<file path="config.mk">
export PLATFORM = sky130hd
export DESIGN_NAME = mmio_hub
export DESIGN_NICKNAME = d
export VERILOG_FILES = /design/src/rtl/mmio_hub.sv
export SDC_FILE = /design/constraint.sdc
export NUM_CORES = 1
export LEC_CHECK = 0
export ABC_AREA = 1
export BUFFER_PORTS_ARGS = -buffer_cell sky130_fd_sc_hd__buf_2
export CAP_MARGIN = 25
export CELL_PAD_IN_SITES_DETAIL_PLACEMENT = 0
export CELL_PAD_IN_SITES_GLOBAL_PLACEMENT = 1
export CORE_MARGIN = 3
export CORE_UTILIZATION = 25
export CTS_BUF_LIST = sky130_fd_sc_hd__clkbuf_2
export DETAILED_ROUTE_END_ITERATION = 10
export PLACE_DENSITY_LB_ADDON = 0.15
export SLEW_MARGIN = 20
export SYNTH_ARGS = -nofsm -noshare
export SYNTH_HDL_FRONTEND = slang
export SYNTH_SLANG_ARGS = --single-unit
</file>
<file path="constraint.sdc">
create_clock -name clock -period 5.6 [get_ports clock]
set_clock_uncertainty 0.2 [all_clocks]
set_input_delay 0.28 -clock clock [delete_from_list [all_inputs] [get_ports clock]]
set_output_delay 0.28 -clock clock [all_outputs]
set_load 0.005 [all_outputs]
</file>
<file path="src/rtl/mmio_hub.sv">
// mmio_hub: decoded MMIO register file with a shared-counter PWM bank and an
// ADC start/wait sequencer. Reads are registered with a hit flag so the top
// level can mux RAM and MMIO read data without contention.
module mmio_hub #(
  parameter logic [15:0] BASE_ADDR = 16'h8000,
  parameter int          NUM_PWM   = 4,
  parameter int          PWM_BITS  = 8,
  parameter int          ADC_BITS  = 10
) (
  input  logic                clock,
  input  logic                reset,
  input  logic                read_enable,
  input  logic                write_enable,
  input  logic [15:0]         address,
  input  logic [15:0]         write_data,
  output logic [15:0]         read_data,
  output logic                read_hit,
  output logic                adc_start,
  input  logic                adc_done,
  input  logic [ADC_BITS-1:0] adc_sample,
  output logic [NUM_PWM-1:0]  pwm_out
);

  localparam logic [4:0] OFF_CTL  = 5'h10;
  localparam logic [4:0] OFF_DATA = 5'h11;
  localparam logic [4:0] OFF_MODE = 5'h12;
  localparam logic [4:0] OFF_PRE  = 5'h13;

  typedef enum logic [1:0] {S_IDLE, S_START, S_WAIT} adc_state_t;

  // ---------------------------------------------------------------------------
  // Address decode
  // ---------------------------------------------------------------------------
  logic [15:0] rel;
  logic [4:0]  off;
  logic        in_win, duty_hit, mapped;
  logic        wr, rd, ctl_wr, mode_wr, pre_wr, data_rd, ctl_rd;

  assign rel      = address - BASE_ADDR;
  assign in_win   = (rel[15:5] == 11'd0);
  assign off      = rel[4:0];
  assign duty_hit = in_win && !off[4] && ({1'b0, off[3:0]} < 5'(NUM_PWM));
  assign mapped   = duty_hit || (in_win && off[4] && (off[3:2] == 2'b00));

  // A write always wins over a simultaneous read; the read is simply dropped.
  assign wr      = write_enable && in_win;
  assign rd      = read_enable && !write_enable && mapped;
  assign ctl_wr  = wr && (off == OFF_CTL);
  assign mode_wr = wr && (off == OFF_MODE);
  assign pre_wr  = wr && (off == OFF_PRE);
  assign data_rd = rd && (off == OFF_DATA);
  assign ctl_rd  = rd && (off == OFF_CTL);

  // ---------------------------------------------------------------------------
  // ADC sequencer
  // ---------------------------------------------------------------------------
  adc_state_t          state, state_nxt;
  logic                busy, done_ok;
  logic                valid, overrun;
  logic [ADC_BITS-1:0] sample;
  logic [1:0]          mode;        // bit0 auto-route to DUTY[0], bit1 free-run
  logic [15:0]         prescale;

  assign done_ok = adc_done && (state == S_WAIT);

  // Sequencer state register.
  always_ff @(posedge clock or posedge reset) begin
    if (reset) state <= S_IDLE;
    else       state <= state_nxt;
  end

  // Sequencer next state; adc_start and busy decode straight from the state.
  always_comb begin
    state_nxt = state;
    adc_start = 1'b0;
    busy      = 1'b0;
    case (state)
      S_IDLE:  if (ctl_wr) state_nxt = S_START;
      S_START: begin
        adc_start = 1'b1;
        busy      = 1'b1;
        state_nxt = S_WAIT;
      end
      S_WAIT: begin
        busy = 1'b1;
        if (adc_done) state_nxt = mode[1] ? S_START : S_IDLE;
      end
      default: state_nxt = S_IDLE;
    endcase
  end

  // Sample capture and status flags; a new sample beats a same-edge clear.
  always_ff @(posedge clock or posedge reset) begin
    if (reset) begin
      sample  <= '0;
      valid   <= 1'b0;
      overrun <= 1'b0;
    end else begin
      if (done_ok) sample <= adc_sample;
      if (done_ok)      valid <= 1'b1;
      else if (data_rd) valid <= 1'b0;
      if (done_ok && valid) overrun <= 1'b1;
      else if (ctl_rd)      overrun <= 1'b0;
    end
  end

  // MODE and PRESCALE control registers.
  always_ff @(posedge clock or posedge reset) begin
    if (reset) begin
      mode     <= 2'b00;
      prescale <= 16'h0000;
    end else begin
      if (mode_wr) mode     <= write_data[1:0];
      if (pre_wr)  prescale <= write_data;
    end
  end

  // ---------------------------------------------------------------------------
  // PWM timebase: prescaler tick drives one counter shared by every channel
  // ---------------------------------------------------------------------------
  logic [15:0]         pre_cnt;
  logic [PWM_BITS-1:0] cnt;
  logic                tick, wrap, auto_ld;
  logic [PWM_BITS-1:0] auto_duty;

  assign tick      = (pre_cnt == prescale);
  assign wrap      = tick && (&cnt);
  assign auto_ld   = done_ok && mode[0];
  assign auto_duty = adc_sample[ADC_BITS-1 -: PWM_BITS];

  // Prescaler restarts on a PRESCALE write so a new rate starts from a clean count.
  always_ff @(posedge clock or posedge reset) begin
    if (reset) begin
      pre_cnt <= '0;
      cnt     <= '0;
    end else begin
      if (pre_wr || tick) pre_cnt <= '0;
      else                pre_cnt <= pre_cnt + 16'd1;
      if (tick) cnt <= cnt + 1'b1;
    end
  end

  // ---------------------------------------------------------------------------
  // PWM lanes: programmed duty, shadow duty loaded at wrap, registered compare
  // ---------------------------------------------------------------------------
  logic [NUM_PWM-1:0][15:0] duty_rd;

  for (genvar i = 0; i < NUM_PWM; i++) begin : g_lane
    logic [PWM_BITS-1:0] duty_q, act_q;
    logic                out_q, sel;

    assign sel = duty_hit && (off[3:0] == 4'(i));

    // Duty update (ADC auto-route beats a CPU write on lane 0), shadow load
    // only at the counter wrap so a period is never cut short, then compare.
    always_ff @(posedge clock or posedge reset) begin
      if (reset) begin
        duty_q <= '0;
        act_q  <= '0;
        out_q  <= 1'b0;
      end else begin
        if (auto_ld && (i == 0)) duty_q <= auto_duty;
        else if (wr && sel)      duty_q <= write_data[PWM_BITS-1:0];
        if (wrap) act_q <= duty_q;
        out_q <= (cnt < act_q);
      end
    end

    assign duty_rd[i] = sel ? 16'(duty_q) : 16'h0000;
    assign pwm_out[i] = out_q;
  end

  // ---------------------------------------------------------------------------
  // Read path
  // ---------------------------------------------------------------------------
  logic [15:0] rd_val;

  // Read mux; duty lanes contribute zero unless their own offset is selected.
  always_comb begin
    rd_val = 16'h0000;
    for (int i = 0; i < NUM_PWM; i++) rd_val = rd_val | duty_rd[i];
    case (off)
      OFF_CTL:  rd_val = {13'd0, overrun, busy, valid};
      OFF_DATA: rd_val = 16'(sample);
      OFF_MODE: rd_val = {14'd0, mode};
      OFF_PRE:  rd_val = prescale;
      default:  ;
    endcase
  end

  // Registered read response; data returns to zero whenever there is no hit.
  always_ff @(posedge clock or posedge reset) begin
    if (reset) begin
      read_hit  <= 1'b0;
      read_data <= 16'h0000;
    end else begin
      read_hit  <= rd;
      read_data <= rd ? rd_val : 16'h0000;
    end
  end

endmodule

</file>
==> results of run 1 <==
worst register-to-register path, cell delays in order (launching register included):
cell and delay [ns]:
dfrtp_1 0.48, inv_1 0.09, ha_1 0.21, nand3_1 0.55
o21ai_4 0.38, dlygate4sd3_1 0.67, nor2_1 0.06, a21oi_1 0.11
dlygate4sd3_1 0.55
final timing paths:
path | end | cells after the start | slack [ns]
hold reg to reg | g_lane[3].act_q[4]$_DFFE_PP0P_ | 2 | 0.30
min in group asynchronous | g_lane[0].act_q[4]$_DFFE_PP0P_ | 4 | 0.45
max in group asynchronous | prescale[4]$_DFFE_PP0P_ | 5 | 3.53
setup reg to reg | g_lane[0].duty_q[3]$_DFFE_PP0P_ | 8 | 2.26
hold / removal | g_lane[3].duty_q[1]$_DFFE_PP0P_ | 8 | 0.10
setup / recovery | g_lane[0].duty_q[3]$_DFFE_PP0P_ | 14 | 1.16
metrics by stage:
stage | std cells | util, % | instance area [um2] | worst slack [ns]
3_3_place_gp | 1335 | 27.87 | 8108 | 3.012
5_1_grt | 1443 | 31.24 | 9089 | 1.066
2_1_floorplan | 910 | - | 7467 | 1.339
3_5_place_dp | 1335 | 27.87 | 8108 | 2.936
4_1_cts | 1441 | 31.23 | 9084 | 1.267
6_report | 1443 | 31.24 | 9089 | 1.163
state kept, by name (all words and copies together) (netlist names):
signal / flops
g_lane.act_q: 32
prescale: 16
read_data: 16
g_lane.out_q: 4
valid: 1
cnt: 8
overrun: 1
state: 2
g_lane.duty_q: 32
pre_cnt: 16
mode: 2
sample: 10
read_hit: 1
routing by layer:
layer	vias to the layer above	track usage (%)	wire length, um
li1	3167	-	-
met4	0	3.149	194
met2	93	22.86	9967
met1	2866	21.07	11210
met3	12	2.181	560
met5	-	0	0
cells in the final DEF (no fill, tap or decap), types with 8 or more instances in the layout:
cell,netlist,final
nor2_1,91,91
a21oi_1,43,43
nor2_4,10,10
buf_2,10,68
clkbuf_2,0,19
o21ai_1,8,8
dfrtp_1,141,141
ha_1,34,34
xnor2_1,8,8
dlygate4sd3_1,0,74
xor2_1,17,17
nand4_1,8,8
nand2_1,271,271
o21ai_0,47,47
inv_1,89,88
nand3_1,70,70
area by class of cell:
class,instances,area (um2)
Sequential cell,141,3528
Multi-Input combinational cell,644,3372
Fill cell,3186,20000
Clock buffer,19,95.09
Tap cell,384,480.5
Antenna cell,2,5.005
Timing Repair Buffer,145,1104
Clock inverter,13,140.1
Inverter,95,364.1
kinds of logic after synthesis:
| group | synth area share (%) |
|---|---|
| AND/OR/NAND/NOR | 28.85 |
| XOR/XNOR | 2.932 |
| buffers and inverters | 7.590 |
| multiplexers | 0.3016 |
| AO/OA/AOI/OAI | 7.373 |
| adder cells (fa/ha/maj) | 5.697 |
| flip-flops | 47.25 |
repair_timing:
action,4_1_cts,5_1_grt
hold buffers,74,0
hold endpoints to repair,222,0
setup endpoints to repair,0,0
power groups by stage:
stage | Clock, W | Sequential (W) | Combinational (W)
after floorplan | 0 | 0.00119 | 0.000494
after global placement | 0 | 0.00123 | 0.000609
after detailed placement | 0 | 0.00123 | 0.000616
after CTS | 0.000656 | 0.00121 | 0.000671
after global routing | 0.000698 | 0.00123 | 0.000776
final | 0.000625 | 0.00121 | 0.000651
==> insert_results.sql, run 1 <==
INSERT INTO impl_metrics (metric_group, metric, value, unit) VALUES
('sta', 'timing.fmax', '225.4', 'MHz'),
('yosys', 'synth_edf_count', '0', ''),
('global_routing', 'globalRouteOverflowTotal', '0', ''),
('pwr', 'static-leakage-power', '4.498', 'nW'),
('critical_path', 'path_class', 'primary input to flop', ''),
('cts', 'numCtsBuffers', '17', ''),
('global_routing', 'grt_start_max_net_pins', '68', ''),
('floorplan', 'fp.dieH', '178.8', 'um'),
('detailed_routing', 'routed_wl', '21.93', 'mm'),
('critical_path', 'slowest_cell_on_crit_path', 'dlygate4sd3_1', ''),
('sta', 'grt_setup_unrepaired', 'false', ''),
('pwr', 'share_seq_of_total_power', '48.6', '%'),
('place', 'place_hpwl', '15.75', 'mm'),
('yosys', 'instance_count_of_the_mapped_netlist', '910', ''),
('outcome', 'run_status', 'complete, no violations', ''),
('cts', 'cts.sinks', '141', ''),
('min_path', 'timing.hold.worst.start', 'address[5]', ''),
('cts', 'clock_tree_from_tritoncts', 'built', ''),
('job', 'cap_viol_max_count', '0', ''),
('detailed_routing', 'detailedRoute.firstIterationViolations', '406', ''),
('sta', 'final_critical_path_time_including_i_o_delays_and_setup', '4.437', 'ns'),
('min_path', 'timing.hold.worst.class', 'primary input to flop', ''),
('global_routing', 'first_pass_grt_wire_length', '35.77', 'mm'),
('critical_path', 'worst_r2r_startpoint', 'state[0]$_DFFE_PP0P_', ''),
('floorplan', 'fp.dieArea', '31980', 'um2'),
('detailed_routing', 'route.detailed.drc', '0', ''),
('floorplan', 'number_of_primary_i_o_pins', '69', ''),
('finish', 'nNetsFinal', '1125', ''),
('yosys', 'ys_types', '38', ''),
('pwr', 'power_frac_comb', '26.2', '%'),
('sta', 'final.hold.worst_slack', '0.1034', 'ns'),
('critical_path', 'timing.critical_path.max_delay_family', 'buffers and inverters', ''),
('finish', 'final_layout_size_suffix_gt1_share', '13.62', '%'),
('yosys', 'synth_most_common_cell', 'nand2_1', ''),
('yosys', 'syn-mean-instance-area', '8.206', 'um2'),
('critical_path', 'crit_path_frequent_cell', 'dlygate4sd3_1', ''),
('pwr', 'p_int', '0.001576', 'W'),
('pwr', 'finalPower', '0.002484', 'W'),
('critical_path', 'critical_path.max_fanout', '13', ''),
('yosys', 'ys_dominant_reg_cell', 'dfrtp_1', ''),
('yosys', 'fraction_of_registers_with_async_set_reset', '100.0', '%'),
('sta', 'tightest_slew', '0.8878', 'ns'),
('critical_path', 'cpPeakStageDelay', '0.69', 'ns'),
('critical_path', 'data_required_time_at_the_worst_endpoint', '6.09', 'ns'),
('cts', 'post_cts_resized', '0', ''),
('place', 'place_congestion', '0.7162', ''),
('critical_path', 'worst_setup_path_end_kind', 'flop', ''),
('pwr', 'power_density', '273.3', 'nW/um2'),
('pwr', 'power.switching_fraction', '36.55', '%'),
('cts', 'h-tree-depth', '4', ''),
('detailed_routing', 'drt.antenna.violating_nets', '0', ''),
('critical_path', 'critPathArrivalTime', '4.93', 'ns'),
('pwr', 'switching_power', '0.0009080', 'W'),
('global_routing', 'grt_use_total', '14.52', '%'),
('sta', 'report.final.slew_viol_count', '0', ''),
('detailed_routing', 'post_drt_via_cell_ratio', '4.254', ''),
('critical_path', 'setup.worst_path.start', 'address[13]', ''),
('yosys', 'post_synth_instance_area', '7467', 'um2'),
('yosys', 'seq_area_frac_synth', '47.25', '%'),
('floorplan', 'initial_core_utilization', '25.67', '%'),
('yosys', 'synth_top_area_share', '47.25', '%'),
('floorplan', 'row_count', '62', ''),
('global_routing', 'antenna_found_initial', '1', ''),
('yosys', 'synth_fp_nets', '991', ''),
('critical_path', 'cp-start-kind', 'primary input', ''),
('detailed_routing', 'drt-pass1-iter-count', '5', ''),
('place', 'io_buffer_count', '68', ''),
('floorplan', 'fp.dieW', '178.8', 'um'),
('sta', 'timing.final.setup_violations', '0', ''),
('pwr', 'max-vdd-ir-drop', '0.1194', 'mV'),
('yosys', 'post_synth_most_frequent_cells', 'nand2_1, dfrtp_1, nor2_1', '');
No activity file was read; power rests on OpenSTA's default activity.
==> run 2, diff against run 1 <==
==> constraint.sdc (replaced) <==
create_clock -name clock -period 3.85 [get_ports clock]
set_clock_uncertainty 0.2 [all_clocks]
set_input_delay 0.1925 -clock clock [delete_from_list [all_inputs] [get_ports clock]]
set_output_delay 0.1925 -clock clock [all_outputs]
set_load 0.005 [all_outputs]
==> run 2 against run 1 <==
Net effect: hold slack worse by 0.024 ns; clock power increased by 44%; die area unchanged; sequential power up 45%; final cell count increased by 1.9%; combinational power up 57%; first-iteration DRC count decreased by 23%; power up 48%; clock-buffer cell count decreased by 1; critical path type unchanged; largest power group unchanged.
==> insert_results.sql, run 2 (synthesis gave the netlist of run 1 again) <==
INSERT INTO impl_metrics (metric_group, metric, value, unit) VALUES
('outcome', 'run_status', 'complete, no violations', ''),
('critical_path', 'worst_r2r_startpoint', 'state[0]$_DFFE_PP0P_', ''),
('critical_path', 'endpoint', 'read_data[0]$_DFF_PP0_', ''),
('sta', 'report.final.slew_viol_count', '0', ''),
('cts', 'cts_root_buffer', 'clkbuf_2', ''),
('pwr', 'share_seq_of_total_power', '47.7', '%'),
('detailed_routing', 'average_routed_wire_per_standard_cell', '15.14', 'um'),
('critical_path', 'cp.buffers_inverters', '7', ''),
('pwr', 'switching_power', '0.001325', 'W'),
('pwr', 'power.switching_fraction', '36.04', '%'),
('detailed_routing', 'drt.antenna.violating_nets', '0', ''),
('critical_path', 'crit_cells', '15', ''),
('sta', 'setup-tns-final', '0', 'ns'),
('global_routing', 'globalRouteOverflowTotal', '0', ''),
('floorplan', 'fp.dieH', '178.8', 'um'),
('finish', 'area_growth_syn_to_layout', '25.65', '%'),
('cts', 'clk-insertion-delay-late', '0.71', 'ns'),
('critical_path', 'cell_chain_critical_path', 'dlygate4sd3_1 -> buf_2 -> inv_1 -> nand2_1 -> dlygate4sd3_1 -> nor2_4 -> dlygate4sd3_1 -> nand3_4 -> nor2_4 -> dlygate4sd3_1 -> nand2_1 -> nand3_1 -> nor2_1 -> dlygate4sd3_1 -> nor2_1', ''),
('floorplan', 'number_of_primary_i_o_pins', '69', ''),
('place', 'place_congestion', '0.7151', ''),
('pwr', 'power_frac_comb', '27.8', '%'),
('critical_path', 'setup.worst_path.start', 'address[5]', ''),
('detailed_routing', 'routed_wl', '22.26', 'mm'),
('critical_path', 'path_class', 'primary input to flop', ''),
('critical_path', 'slowest_cell_on_crit_path', 'dlygate4sd3_1', ''),
('sta', 'hold_violations', '0', ''),
('finish', 'nNetsFinal', '1153', ''),
('sta', 'timing.final.setup_violations', '0', ''),
('global_routing', 'grt_start_max_net_pins', '81', ''),
('pwr', 'max-vdd-ir-drop', '0.1779', 'mV'),
('detailed_routing', 'detailedRoute.firstIterationViolations', '314', ''),
('critical_path', 'cpPeakStageDelay', '0.75', 'ns'),
('critical_path', 'setup.reg_to_reg.worst_slack', '0.62', 'ns'),
('critical_path', 'data_required_time_at_the_worst_endpoint', '4.33', 'ns'),
('cts', 'cts.sinks', '141', ''),
('sta', 'grt_setup_unrepaired', 'false', ''),
('finish', 'layout.cells.most_common', 'nand2_1', ''),
('sta', 'timing.fmax', '265.6', 'MHz'),
('cts', 'clock_tree_from_tritoncts', 'built', ''),
('place', 'io_buffer_count', '68', ''),
('detailed_routing', 'drt-pass1-iter-count', '4', ''),
('global_routing', 'grt_use_total', '14.69', '%'),
('cts', 'h-tree-depth', '4', ''),
('detailed_routing', 'route.vias.total', '6268', ''),
('finish', 'finish.utilization', '32.25', '%'),
('critical_path', 'critical_path.max_fanout', '8', ''),
('pwr', 'p_int', '0.002351', 'W'),
('floorplan', 'fp.dieW', '178.8', 'um'),
('global_routing', 'first_global_vias', '6358', ''),
('cts', 'max-clock-path-buffers', '2', ''),
('detailed_routing', 'route.detailed.drc', '0', ''),
('critical_path', 'worst_setup_path_end_kind', 'flop', ''),
('floorplan', 'row_count', '62', ''),
('finish', 'layout.cells.most_common_list', 'nand2_1, dfrtp_1, dlygate4sd3_1', ''),
('pwr', 'static-leakage-power', '4.627', 'nW'),
('sta', 'slew-limit-headroom', '46.80', '%'),
('cts', 'clk_pin_slew', '0.27', 'ns'),
('critical_path', 'ff2ff_path_depth', '8', ''),
('floorplan', 'initial_core_utilization', '25.67', '%'),
('floorplan', 'core_area', '29090', 'um2'),
('critical_path', 'cp-start-kind', 'primary input', ''),
('min_path', 'timing.hold.worst.class', 'primary input to flop', ''),
('detailed_routing', 'post_drt_via_cell_ratio', '4.264', ''),
('sta', 'final_critical_path_time_including_i_o_delays_and_setup', '3.765', 'ns'),
('place', 'dpl_cell_area', '8119', 'um2'),
('critical_path', 'critPathArrivalTime', '4.24', 'ns'),
('critical_path', 'endpoint_of_the_worst_register_to_register_path', 'g_lane[0].duty_q[1]$_DFFE_PP0P_', ''),
('finish', 'final_layout_size_suffix_gt1_share', '13.55', '%'),
('global_routing', 'first_pass_grt_wire_length', '36.02', 'mm'),
('job', 'cap_viol_max_count', '0', ''),
('global_routing', 'antenna_found_initial', '1', ''),
('pwr', 'power_density', '391.7', 'nW/um2'),
('critical_path', 'crit_path_frequent_cell', 'dlygate4sd3_1', ''),
('floorplan', 'fp.dieArea', '31980', 'um2'),
('finish', 'postLayoutCellArea', '9383', 'um2'),
('finish', 'fillCellCount', '3131', ''),
('place', 'place_hpwl', '15.80', 'mm'),
('sta', 'tightest_slew', '0.7963', 'ns'),
('sta', 'fin_crit_sh', '97.80', '%'),
('pwr', 'clkPwrFrac', '24.4', '%'),
('finish', 'largestRegisters', 'g_lane.act_q x32, g_lane.duty_q x32', ''),
('cts', 'numCtsBuffers', '17', ''),
('critical_path', 'timing.critical_path.max_delay_family', 'buffers and inverters', '');
==> run 2: cell types whose count changed in the layout (fill, tap and decap cells not counted), sizes merged <==
cell / change
clkbuf: -1
buf: +4
clkinv: +4
inv: -2
diode: -1
clkinvlp: -1
dlygate4sd3: +24
==> run 2: power by group through the flow <==
stage	logic, W	clock network, W	registers, W
detailed placement	0.000902	0	0.00179
floorplan	0.000719	0	0.00173
finish	0.00102	0.000898	0.00175
global route	0.00120	0.00101	0.00178
global placement	0.000891	0	0.00179
CTS	0.00105	0.000949	0.00176
==> run 2: area by class of cell <==
| class | count | area, um2 | share of cell area (%) |
|---|---|---|---|
| diodes | 1 | 2.502 | 0.02667 |
| well taps | 384 | 480.5 | 5.121 |
| repair buffers | 173 | 1399 | 14.91 |
| multi-input cells | 644 | 3374 | 35.96 |
| inverters | 95 | 362.8 | 3.867 |
| flip-flops and latches | 141 | 3528 | 37.60 |
| clock buffers | 18 | 90.09 | 0.9601 |
| clock inverters | 14 | 145.1 | 1.547 |
==> run 2: worst min-delay path by stage <==
stage / from / slack [ns] / depth (start not counted) / to
after floorplan: write_data[2] / 0.10 / 2 / g_lane[1].duty_q[2]$_DFFE_PP0P_
after global placement: reset / 0.19 / 2 / g_lane[1].act_q[3]$_DFFE_PP0P_
after detailed placement: reset / 0.19 / 2 / g_lane[1].act_q[3]$_DFFE_PP0P_
after CTS: address[10] / 0.05 / 10 / read_data[7]$_DFF_PP0_
after global routing: address[10] / 0.06 / 10 / read_data[7]$_DFF_PP0_
final: address[10] / 0.08 / 10 / read_data[7]$_DFF_PP0_
==> run 2: timing repair <==
| item | CTS | global route |
|---|---|---|
| endpoints found under the setup margin | 0 | 17 |
| hold endpoints to repair | 191 | 16 |
| hold buffers | 98 | 1 |
| gates resized for setup | 0 | 1 |
| buffers inserted | 0 | 4 |
==> run 2: stage by stage <==
stage | setup WS (ns) | hold slack, ns | total power [W] | std cells
floorplan | 1.694 | 0.1021 | 0.002444 | 910
global placement | 1.350 | 0.1910 | 0.002682 | 1335
detailed placement | 1.293 | 0.1903 | 0.002694 | 1335
CTS | 0.1252 | 0.05230 | 0.003760 | 1465
global route | 0.01495 | 0.05902 | 0.003997 | 1470
finish | 0.08455 | 0.07915 | 0.003675 | 1470
==> run 2: metal layers <==
layer,GRT usage [%],vias up,routed length [um]
met5,0,-,0
met4,3.019,0,201
met3,2.245,14,589
met2,23.32,92,10190
met1,21.22,2936,11280
li1,-,3226,-
==> run 2: worst min-delay path: stages <==
cell and delay, ns:
buf_2 0.09, inv_1 0.04, nand2_1 0.09, nor2_4 0.05
nand4_1 0.12, nor2_1 0.06, nor2_1 0.13, nand3_1 0.10
nand2_1 0.07, inv_1 0.04
